### src/rtl/mips_defs_pkg.sv
// Shared MIPS definitions for the execute stage: opcode/funct codes, forward selects,
// ALU and mult/div operation enums, and the forwarding mux helper.
package mips_defs;

  localparam int DIV_LAT = 32;

  localparam logic [5:0] OP_RTYPE = 6'h00;
  localparam logic [5:0] OP_ADDI  = 6'h08;
  localparam logic [5:0] OP_ADDIU = 6'h09;
  localparam logic [5:0] OP_SLTI  = 6'h0A;
  localparam logic [5:0] OP_SLTIU = 6'h0B;
  localparam logic [5:0] OP_ANDI  = 6'h0C;
  localparam logic [5:0] OP_ORI   = 6'h0D;
  localparam logic [5:0] OP_XORI  = 6'h0E;
  localparam logic [5:0] OP_LUI   = 6'h0F;
  localparam logic [5:0] OP_LW    = 6'h23;
  localparam logic [5:0] OP_SW    = 6'h2B;

  localparam logic [5:0] FN_SLL   = 6'h00;
  localparam logic [5:0] FN_SRL   = 6'h02;
  localparam logic [5:0] FN_SRA   = 6'h03;
  localparam logic [5:0] FN_SLLV  = 6'h04;
  localparam logic [5:0] FN_SRLV  = 6'h06;
  localparam logic [5:0] FN_SRAV  = 6'h07;
  localparam logic [5:0] FN_MFHI  = 6'h10;
  localparam logic [5:0] FN_MTHI  = 6'h11;
  localparam logic [5:0] FN_MFLO  = 6'h12;
  localparam logic [5:0] FN_MTLO  = 6'h13;
  localparam logic [5:0] FN_MULT  = 6'h18;
  localparam logic [5:0] FN_MULTU = 6'h19;
  localparam logic [5:0] FN_DIV   = 6'h1A;
  localparam logic [5:0] FN_DIVU  = 6'h1B;
  localparam logic [5:0] FN_ADD   = 6'h20;
  localparam logic [5:0] FN_ADDU  = 6'h21;
  localparam logic [5:0] FN_SUB   = 6'h22;
  localparam logic [5:0] FN_SUBU  = 6'h23;
  localparam logic [5:0] FN_AND   = 6'h24;
  localparam logic [5:0] FN_OR    = 6'h25;
  localparam logic [5:0] FN_XOR   = 6'h26;
  localparam logic [5:0] FN_NOR   = 6'h27;
  localparam logic [5:0] FN_SLT   = 6'h2A;
  localparam logic [5:0] FN_SLTU  = 6'h2B;

  localparam logic [1:0] FWD_WB  = 2'b01;
  localparam logic [1:0] FWD_MEM = 2'b10;

  typedef enum logic [4:0] {
    ALU_ZERO, ALU_ADD, ALU_SUB, ALU_AND, ALU_OR, ALU_XOR, ALU_NOR,
    ALU_ANDI, ALU_ORI, ALU_XORI, ALU_SLT, ALU_SLTU, ALU_SLL, ALU_SRL,
    ALU_SRA, ALU_SLLV, ALU_SRLV, ALU_SRAV, ALU_LUI, ALU_MEM, ALU_MFHI, ALU_MFLO
  } aluOpT;

  typedef enum logic [2:0] {
    MD_NONE, MD_MULT, MD_MULTU, MD_DIV, MD_DIVU, MD_MTHI, MD_MTLO
  } mdOpT;

  typedef enum logic [1:0] {S_IDLE, S_MUL, S_DIV} mdStateT;

  // Encoding 2'b11 is unused and falls back to the register-file value.
  function automatic logic [31:0] fwdSel(input logic [1:0] sel, input logic [31:0] rf,
                                         input logic [31:0] mem, input logic [31:0] wb);
    case (sel)
      FWD_MEM: fwdSel = mem;
      FWD_WB:  fwdSel = wb;
      default: fwdSel = rf;
    endcase
  endfunction

endpackage

### src/rtl/ex_stage_md_unit.sv
// Multi-cycle HI/LO unit: counter-driven FSM, latched operands, multiplier and a
// one-bit-per-cycle restoring divider; HI/LO are written when the count expires.
module md_unit
  import mips_defs::*;
#(
  parameter int MUL_LAT = 4
) (
  input  logic        clk,
  input  logic        rst_n,
  input  logic [2:0]  mdOp,
  input  logic [31:0] srcA,
  input  logic [31:0] srcB,
  output logic [31:0] hi,
  output logic [31:0] lo,
  output logic        md_busy
);

  localparam int CNT_W = $clog2((MUL_LAT > DIV_LAT ? MUL_LAT : DIV_LAT) + 1);

  mdStateT          state, stateNext;
  logic [CNT_W-1:0] cnt, cntNext;
  logic             start, isDiv, isSigned, accept, finish;
  logic [31:0]      opA, opB, rem, quo, dvs;
  logic             opSigned;
  logic [32:0]      shifted;
  logic [33:0]      trial;
  logic [31:0]      remStep, quoStep, divHi, divLo;
  logic [63:0]      extA, extB, product;

  assign start    = (mdOp == MD_MULT) || (mdOp == MD_MULTU) || (mdOp == MD_DIV) || (mdOp == MD_DIVU);
  assign isDiv    = (mdOp == MD_DIV) || (mdOp == MD_DIVU);
  assign isSigned = (mdOp == MD_MULT) || (mdOp == MD_DIV);
  assign accept   = start && (state == S_IDLE);

  always_ff @(posedge clk or negedge rst_n) begin
    if (!rst_n) begin
      state <= S_IDLE;
      cnt   <= '0;
    end else begin
      state <= stateNext;
      cnt   <= cntNext;
    end
  end

  always_comb begin
    // NOTE: every combinational output gets a default first so no path can infer a latch.
    stateNext = state;
    cntNext   = cnt;
    case (state)
      S_IDLE: if (accept) begin
        stateNext = isDiv ? S_DIV : S_MUL;
        cntNext   = isDiv ? CNT_W'(DIV_LAT) : CNT_W'(MUL_LAT);
      end
      S_MUL, S_DIV: begin
        cntNext = cnt - 1'b1;
        if (cnt == CNT_W'(1)) stateNext = S_IDLE;
      end
      default: stateNext = S_IDLE;
    endcase
  end

  always_comb begin
    md_busy = start || (state != S_IDLE);
    finish  = (state != S_IDLE) && (cnt == CNT_W'(1));
  end

  // One restoring step: shift the next dividend bit in, subtract if it fits.
  always_comb begin
    shifted = {rem, quo[31]};
    trial   = {1'b0, shifted} - {2'b00, dvs};
    remStep = trial[33] ? shifted[31:0] : trial[31:0];
    quoStep = {quo[30:0], ~trial[33]};
    divLo   = (opB == '0) ? '1 : ((opSigned && (opA[31] ^ opB[31])) ? -quoStep : quoStep);
    divHi   = (opB == '0) ? opA : ((opSigned && opA[31]) ? -remStep : remStep);
    extA    = {{32{opSigned & opA[31]}}, opA};
    extB    = {{32{opSigned & opB[31]}}, opB};
    product = extA * extB;
  end

  // NOTE: operand and divider registers have no reset; they are only consumed while the FSM is busy.
  always_ff @(posedge clk) begin
    if (accept) begin
      opA      <= srcA;
      opB      <= srcB;
      opSigned <= isSigned;
      quo      <= (isSigned && srcA[31]) ? -srcA : srcA;
      dvs      <= (isSigned && srcB[31]) ? -srcB : srcB;
      rem      <= '0;
    end else if (state == S_DIV) begin
      rem <= remStep;
      quo <= quoStep;
    end
  end

  // Completion overrides any MTHI/MTLO that slipped in while busy.
  always_ff @(posedge clk or negedge rst_n) begin
    if (!rst_n) begin
      hi <= '0;
      lo <= '0;
    end else if (finish) begin
      if (state == S_DIV) {hi, lo} <= {divHi, divLo};
      else                {hi, lo} <= product;
    end else begin
      if (mdOp == MD_MTHI) hi <= srcA;
      if (mdOp == MD_MTLO) lo <= srcA;
    end
  end

endmodule

### src/rtl/ex_stage.sv
// MIPS execute stage: operand forwarding, ALU decode and execute, HI/LO unit hookup,
// and the EX/MEM pipeline register.
module ex_stage
  import mips_defs::*;
#(
  parameter int MUL_LAT = 4
) (
  input  logic        clk,
  input  logic        rst_n,
  input  logic        RegWriteE,
  input  logic        MemtoRegE,
  input  logic        MemWriteE,
  input  logic        ALUSrcE,
  input  logic        RegDstE,
  input  logic [31:0] rd_1E,
  input  logic [31:0] rd_2E,
  input  logic [4:0]  RsE,
  input  logic [4:0]  RtE,
  input  logic [4:0]  RdE,
  input  logic [31:0] SignImmE,
  input  logic [31:0] irE,
  input  logic [1:0]  ForwardAE,
  input  logic [1:0]  ForwardBE,
  input  logic [31:0] ResultW,
  output logic        RegWriteM,
  output logic        MemtoRegM,
  output logic        MemWriteM,
  output logic [31:0] ALUOutM,
  output logic [31:0] WriteDataM,
  output logic [4:0]  WriteRegM,
  output logic        md_busy
);

  logic [5:0]  opcode, funct;
  logic [4:0]  shamt;
  logic [31:0] zeroImm, srcA, srcBReg, srcB, aluResult, hi, lo;
  aluOpT       aluOp;
  mdOpT        mdOp;
  logic        unusedBits;

  assign opcode     = irE[31:26];
  assign funct      = irE[5:0];
  assign shamt      = irE[10:6];
  assign zeroImm    = {16'h0000, irE[15:0]};
  assign unusedBits = ^{RsE, irE[25:16]};

  assign srcA    = fwdSel(ForwardAE, rd_1E, ALUOutM, ResultW);
  assign srcBReg = fwdSel(ForwardBE, rd_2E, ALUOutM, ResultW);
  assign srcB    = ALUSrcE ? SignImmE : srcBReg;

  always_comb begin
    aluOp = ALU_ZERO;
    mdOp  = MD_NONE;
    if (irE != '0) begin
      case (opcode)
        OP_RTYPE: case (funct)
          FN_SLL:                aluOp = ALU_SLL;
          FN_SRL:                aluOp = ALU_SRL;
          FN_SRA:                aluOp = ALU_SRA;
          FN_SLLV:               aluOp = ALU_SLLV;
          FN_SRLV:               aluOp = ALU_SRLV;
          FN_SRAV:               aluOp = ALU_SRAV;
          FN_MFHI:               aluOp = ALU_MFHI;
          FN_MFLO:               aluOp = ALU_MFLO;
          FN_MTHI:               mdOp  = MD_MTHI;
          FN_MTLO:               mdOp  = MD_MTLO;
          FN_MULT:               mdOp  = MD_MULT;
          FN_MULTU:              mdOp  = MD_MULTU;
          FN_DIV:                mdOp  = MD_DIV;
          FN_DIVU:               mdOp  = MD_DIVU;
          FN_ADD, FN_ADDU:       aluOp = ALU_ADD;
          FN_SUB, FN_SUBU:       aluOp = ALU_SUB;
          FN_AND:                aluOp = ALU_AND;
          FN_OR:                 aluOp = ALU_OR;
          FN_XOR:                aluOp = ALU_XOR;
          FN_NOR:                aluOp = ALU_NOR;
          FN_SLT:                aluOp = ALU_SLT;
          FN_SLTU:               aluOp = ALU_SLTU;
          default:               aluOp = ALU_ZERO;
        endcase
        OP_ADDI, OP_ADDIU:       aluOp = ALU_ADD;
        OP_SLTI:                 aluOp = ALU_SLT;
        OP_SLTIU:                aluOp = ALU_SLTU;
        OP_ANDI:                 aluOp = ALU_ANDI;
        OP_ORI:                  aluOp = ALU_ORI;
        OP_XORI:                 aluOp = ALU_XORI;
        OP_LUI:                  aluOp = ALU_LUI;
        OP_LW, OP_SW:            aluOp = ALU_MEM;
        default:                 aluOp = ALU_ZERO;
      endcase
    end
  end

  always_comb begin
    case (aluOp)
      ALU_ADD:  aluResult = srcA + srcB;
      ALU_SUB:  aluResult = srcA - srcB;
      ALU_AND:  aluResult = srcA & srcB;
      ALU_OR:   aluResult = srcA | srcB;
      ALU_XOR:  aluResult = srcA ^ srcB;
      ALU_NOR:  aluResult = ~(srcA | srcB);
      ALU_ANDI: aluResult = srcA & zeroImm;
      ALU_ORI:  aluResult = srcA | zeroImm;
      ALU_XORI: aluResult = srcA ^ zeroImm;
      ALU_SLT:  aluResult = {31'b0, $signed(srcA) < $signed(srcB)};
      ALU_SLTU: aluResult = {31'b0, srcA < srcB};
      ALU_SLL:  aluResult = srcB << shamt;
      ALU_SRL:  aluResult = srcB >> shamt;
      ALU_SRA:  aluResult = 32'($signed(srcB) >>> shamt);
      ALU_SLLV: aluResult = srcB << srcA[4:0];
      ALU_SRLV: aluResult = srcB >> srcA[4:0];
      ALU_SRAV: aluResult = 32'($signed(srcB) >>> srcA[4:0]);
      ALU_LUI:  aluResult = {irE[15:0], 16'h0000};
      ALU_MEM:  aluResult = srcA + SignImmE;
      ALU_MFHI: aluResult = hi;
      ALU_MFLO: aluResult = lo;
      default:  aluResult = '0;
    endcase
  end

  md_unit #(.MUL_LAT(MUL_LAT)) u_md (
    .clk     (clk),
    .rst_n   (rst_n),
    .mdOp    (mdOp),
    .srcA    (srcA),
    .srcB    (srcBReg),
    .hi      (hi),
    .lo      (lo),
    .md_busy (md_busy)
  );

  // NOTE: registered state uses non-blocking assignments so every flop samples pre-edge values.
  always_ff @(posedge clk or negedge rst_n) begin
    if (!rst_n) begin
      RegWriteM  <= 1'b0;
      MemtoRegM  <= 1'b0;
      MemWriteM  <= 1'b0;
      ALUOutM    <= '0;
      WriteDataM <= '0;
      WriteRegM  <= '0;
    end else begin
      RegWriteM  <= RegWriteE;
      MemtoRegM  <= MemtoRegE;
      MemWriteM  <= MemWriteE;
      ALUOutM    <= aluResult;
      WriteDataM <= srcBReg;
      WriteRegM  <= RegDstE ? RdE : RtE;
    end
  end

endmodule

### config.mk
export PLATFORM = sky130hd
export DESIGN_NAME = ex_stage
export DESIGN_NICKNAME = d
export VERILOG_FILES = /design/src/rtl/mips_defs_pkg.sv /design/src/rtl/ex_stage_md_unit.sv /design/src/rtl/ex_stage.sv
export SDC_FILE = /design/constraint.sdc
export NUM_CORES = 2
export LEC_CHECK = 0
export CORE_UTILIZATION = 55
export CTS_BUF_LIST = sky130_fd_sc_hd__clkbuf_8 sky130_fd_sc_hd__clkbuf_16
export DETAILED_ROUTE_END_ITERATION = 10
export PLACE_DENSITY = 0.75
export SETUP_SLACK_MARGIN = 0.05
export SYNTH_ARGS = -nofsm -noshare
export SYNTH_HDL_FRONTEND = slang
export SYNTH_SLANG_ARGS = --single-unit
### constraint.sdc
create_clock -name clk -period 10 [get_ports clk]
set_clock_uncertainty 0.05 [all_clocks]
set_input_delay 1.5 -clock clk [delete_from_list [all_inputs] [get_ports clk]]
set_output_delay 1.5 -clock clk [all_outputs]
set_load 0.01 [all_outputs]
==> metrics.md <==
| Metric | Value |
|---|---|
| Worst EP required | 10.40 ns |
| Crit-path max FO | 23 |
| # nets final | a little under 10000 |
| Placed insts | slightly below 10000 |
| CTS resizes | 0 |
| Endpoint class of the critical path | flop |
| GR Util All Layers | 40.9% |
| Core box area | ~120000 µm² |
| CTS buffer count | 35 |
| Post-synth EDFFs | approximately 130 |
| CP max stage cell | edfxtp_1 |
| WL/cell | 26.1 µm |
| Clock root cell | clkbuf_16 |
| Max Cap Viol | 0 |
| Register-to-Register Path Depth | 29 |
| Final HPWL from detailed placement | around 210000 µm |
| Yosys reg bits | 304 |
| DRC Markers | 0 |
| Post-synth top flop | dfrtp_1 |
| Register area share after synthesis | a little under an eighth |
| Clock Pin Slew Worst Setup and Hold Paths | about 0.07 ns |
| Drt pass-1 iters | 9 |
| FF+latch area | 8090 µm² |
| Fillers | between 10000 and 15000 |
| DR top layer | met5 |
| Global-route wire length before repair | roughly 390000 µm |
| Synth top cells by count | inv_1 (1297), fa_1 (1128), nand2_1 (1075), nor2_1 (470), a21oi_1 (462) |
| Cell family with most CP delay | adder cells |
| Clk_lat worst skew | about 0.61 ns |
| Most frequent cell after synthesis | inv_1 |
| Hold_sp | u_md.rem[31] |
| Full die area | between 100000 and 150000 µm² |
| CTS sink cnt | just over 300 |
| Final hold violation count | 0 |
| Mapped Cells | 8042 |
| R2r setup slk | ~0.53 ns |
| Critical path arrival | just under 10 ns |
| Wl on met1 | 96500 µm |
| Multi-input logic area | approximately 53000 µm² |
| Vias per cell | slightly above 6 |
| Worst Setup SP | u_md.opB[6] |
| Initial core utilization | 55.7% |
| CTS Buffer Depth | 3 |
| Status | completed |
| Leak | between 0.03 and 0.04 µW |
| Synth Cell Area | around 68000 µm² |
| H-tree levels | 2 |
| Gpl congestion | between 1 and 1.5 |
| Synth area leaders | fa_1 (33%), ha_1 (7.6%), inv_1 (7.1%), nand2_1 (5.9%), edfxtp_1 (5.6%) |
| Tightest Pin Transition | between 1 and 1.5 ns |
| Post-route setup TNS | 0 ns |
| Die Height | 354 µm |
| # hold bufs at CTS | 0 |
| Largest net degree at the start of global routing | just under 80 |
| Ys async rst share | 47.4% |
| Initial antenna violation count | 15 |
| Wire length on met3 | about 29000 µm |
| Layout cells sized above 1 | approximately 5.3% |
| Tot Pwr | just over 7000 µW |
| Post-CTS Setup Repair Bufs | 0 |
| Post-route ant nets | 0 |
| Setup crit end | u_md.hi[31] |
| Syn Area/Cell | approximately 8.5 µm² |
| Number of synthesis warnings | 0 |
| DR iter-0 viols | 6800 |
| Syn nets | 9772 |
| Fin crit share | roughly 95% |
| Vias | between 60000 and 70000 |
| Stages on the worst setup path | 29 |
| Final setup violating endpoints | 0 |
| Maximum vdd drop | between 0.0001 and 0.00015 V |
| Non-filler cells, final | 9774 |
| Minimum clock period | around 9.5 ns |
| Synth area leader | fa_1 |
| Fmax | between 100 and 150 MHz |
| Row count | about 130 |
| Die width | about 350 µm |
| Vias in the first global route | ~62000 |
| Metal2 WL | 112000 µm |
| Slew margin rel. | under 10% |
| Final WL | about 250000 µm |
| Hold Path Depth | 2 |
| R2R Path End | u_md.hi[31] |
| Critical path type | flop to flop |
| Pins Over Slew Limit | 0 |
| Yosys top cell area share | 33.1% |
| HP Class | flop to flop |
| Pwr/cell area | between 90 and 100 nW/µm² |
| Buf/Inv on CP | 8 |
| Crit-path most repeated cell | fa_1 |
| CP max stage delay | 1.00 ns |
| IO Count | ~260 |
| Reg-to-Reg Start | u_md.opB[6] |
| Total gr overflow | 0 |
| RSZ-0062 raised after global routing | false |
| Cell variety after synth | about 100 |
| CTS tree | yes |
| Number of I/O port buffers | roughly 250 |
| Critical Path Start Type | flop |
| Area Overhead vs Synth | 8.78% |
==> cell type report <==
type | instances | share of cell area, %
multi-input cells | 5947 | 72.0
diodes | 6 | 0.0203
repair buffers | 509 | 6.02
flip-flops and latches | 304 | 10.9
inverters | 1319 | 6.68
well taps | 1625 | 2.74
clock inverters | 22 | 0.349
clock buffers | 42 | 1.33
==> worst register-to-register path, delay by kind of cell, from the launching register on <==
kind / cells / cell delay (ns)
AO/OA/AOI/OAI: 5 / 1.33
buffers and inverters: 8 / 1.21
XOR/XNOR: 1 / 0.17
AND/OR/NAND/NOR: 6 / 1.23
adder cells (fa/ha/maj): 9 / 4.34
flip-flops: 1 / 1.00
==> sequential cells by signal, indices dropped and copies added, names as in the netlist <==
signal,cells
u_md.hi,32
u_md.opB,31
u_md.quo,32
u_md.rem,32
u_md.opSigned,1
WriteRegM,5
u_md.dvs,32
u_md.opA,32
RegWriteM,1
WriteDataM,32
u_md.state,2
MemtoRegM,1
u_md.lo,32
u_md.cnt,6
MemWriteM,1
ALUOutM,32
==> metal layers <==
layer  GRT usage, %  up-vias
met4           24.0       12
li1               -    26200
met2           62.6     3580
met5              0        -
met1           53.1    30300
met3           9.48      728
==> how the worst min path moves through the flow <==
stage / slack, ns / endpoint
floorplan: 0.41 / u_md.rem[31]
global placement: 0.42 / u_md.rem[31]
detailed placement: 0.44 / u_md.rem[31]
CTS: 0.46 / u_md.rem[31]
global route: 0.48 / u_md.rem[28]
finish: 0.46 / u_md.rem[31]
==> where the power goes <==
group | internal [µW] | total [µW] | switching, µW
clock network | 797 | 1430 | 635
registers | 1420 | 1570 | 146
logic | 1460 | 4250 | 2790
==> per-stage QoR <==
| stage | utilization [%] | instance area [µm²] | hold WS [ns] | worst slack (ns) |
|---|---|---|---|---|
| after global placement | 59.6 | 72900 | 0.420 | 0.857 |
| after detailed placement | 59.6 | 72900 | 0.441 | 0.670 |
| final | 60.6 | 74100 | 0.456 | 0.532 |
| after floorplan | - | 68200 | 0.405 | 1.05 |
| after global routing | 60.6 | 74100 | 0.483 | 0.0772 |
| after CTS | 60.6 | 74100 | 0.455 | 0.621 |
==> kinds of logic (layout without fill, tap and decap cells) <==
kind of cell / after synthesis / count (layout) / synth area share, %
other cells: 0 / 6 / 0
buf+inv: 1791 / 1892 / 10.1
mux: 244 / 244 / 3.68
fa+ha+maj: 1545 / 1545 / 40.8
xor+xnor: 254 / 254 / 3.26
compound gates: 1509 / 1509 / 14.2
simple gates: 2395 / 2395 / 16.1
flops: 304 / 304 / 11.9
==> layout by cell type, fill, tap and decap left out, types with 66 or more instances in the layout <==
| cell type | synthesis | layout |
|---|---|---|
| nand3_1 | 114 | 114 |
| o21ai_0 | 293 | 287 |
| a21oi_1 | 462 | 456 |
| xor2_1 | 66 | 66 |
| edfxtp_1 | 128 | 128 |
| a22oi_1 | 93 | 93 |
| mux2i_1 | 211 | 208 |
| nand2_1 | 1075 | 1075 |
| nor2_1 | 470 | 463 |
| xnor2_1 | 188 | 188 |
| dfrtp_1 | 144 | 144 |
| buf_4 | 11 | 255 |
| clkdlybuf4s50_1 | 0 | 251 |
| nor3_1 | 94 | 93 |
| ha_1 | 416 | 413 |
| and2_1 | 371 | 371 |
| fa_1 | 1128 | 1128 |
| inv_1 | 1297 | 1299 |
| a211oi_1 | 79 | 79 |
No activity file was read; power rests on OpenSTA's default activity.
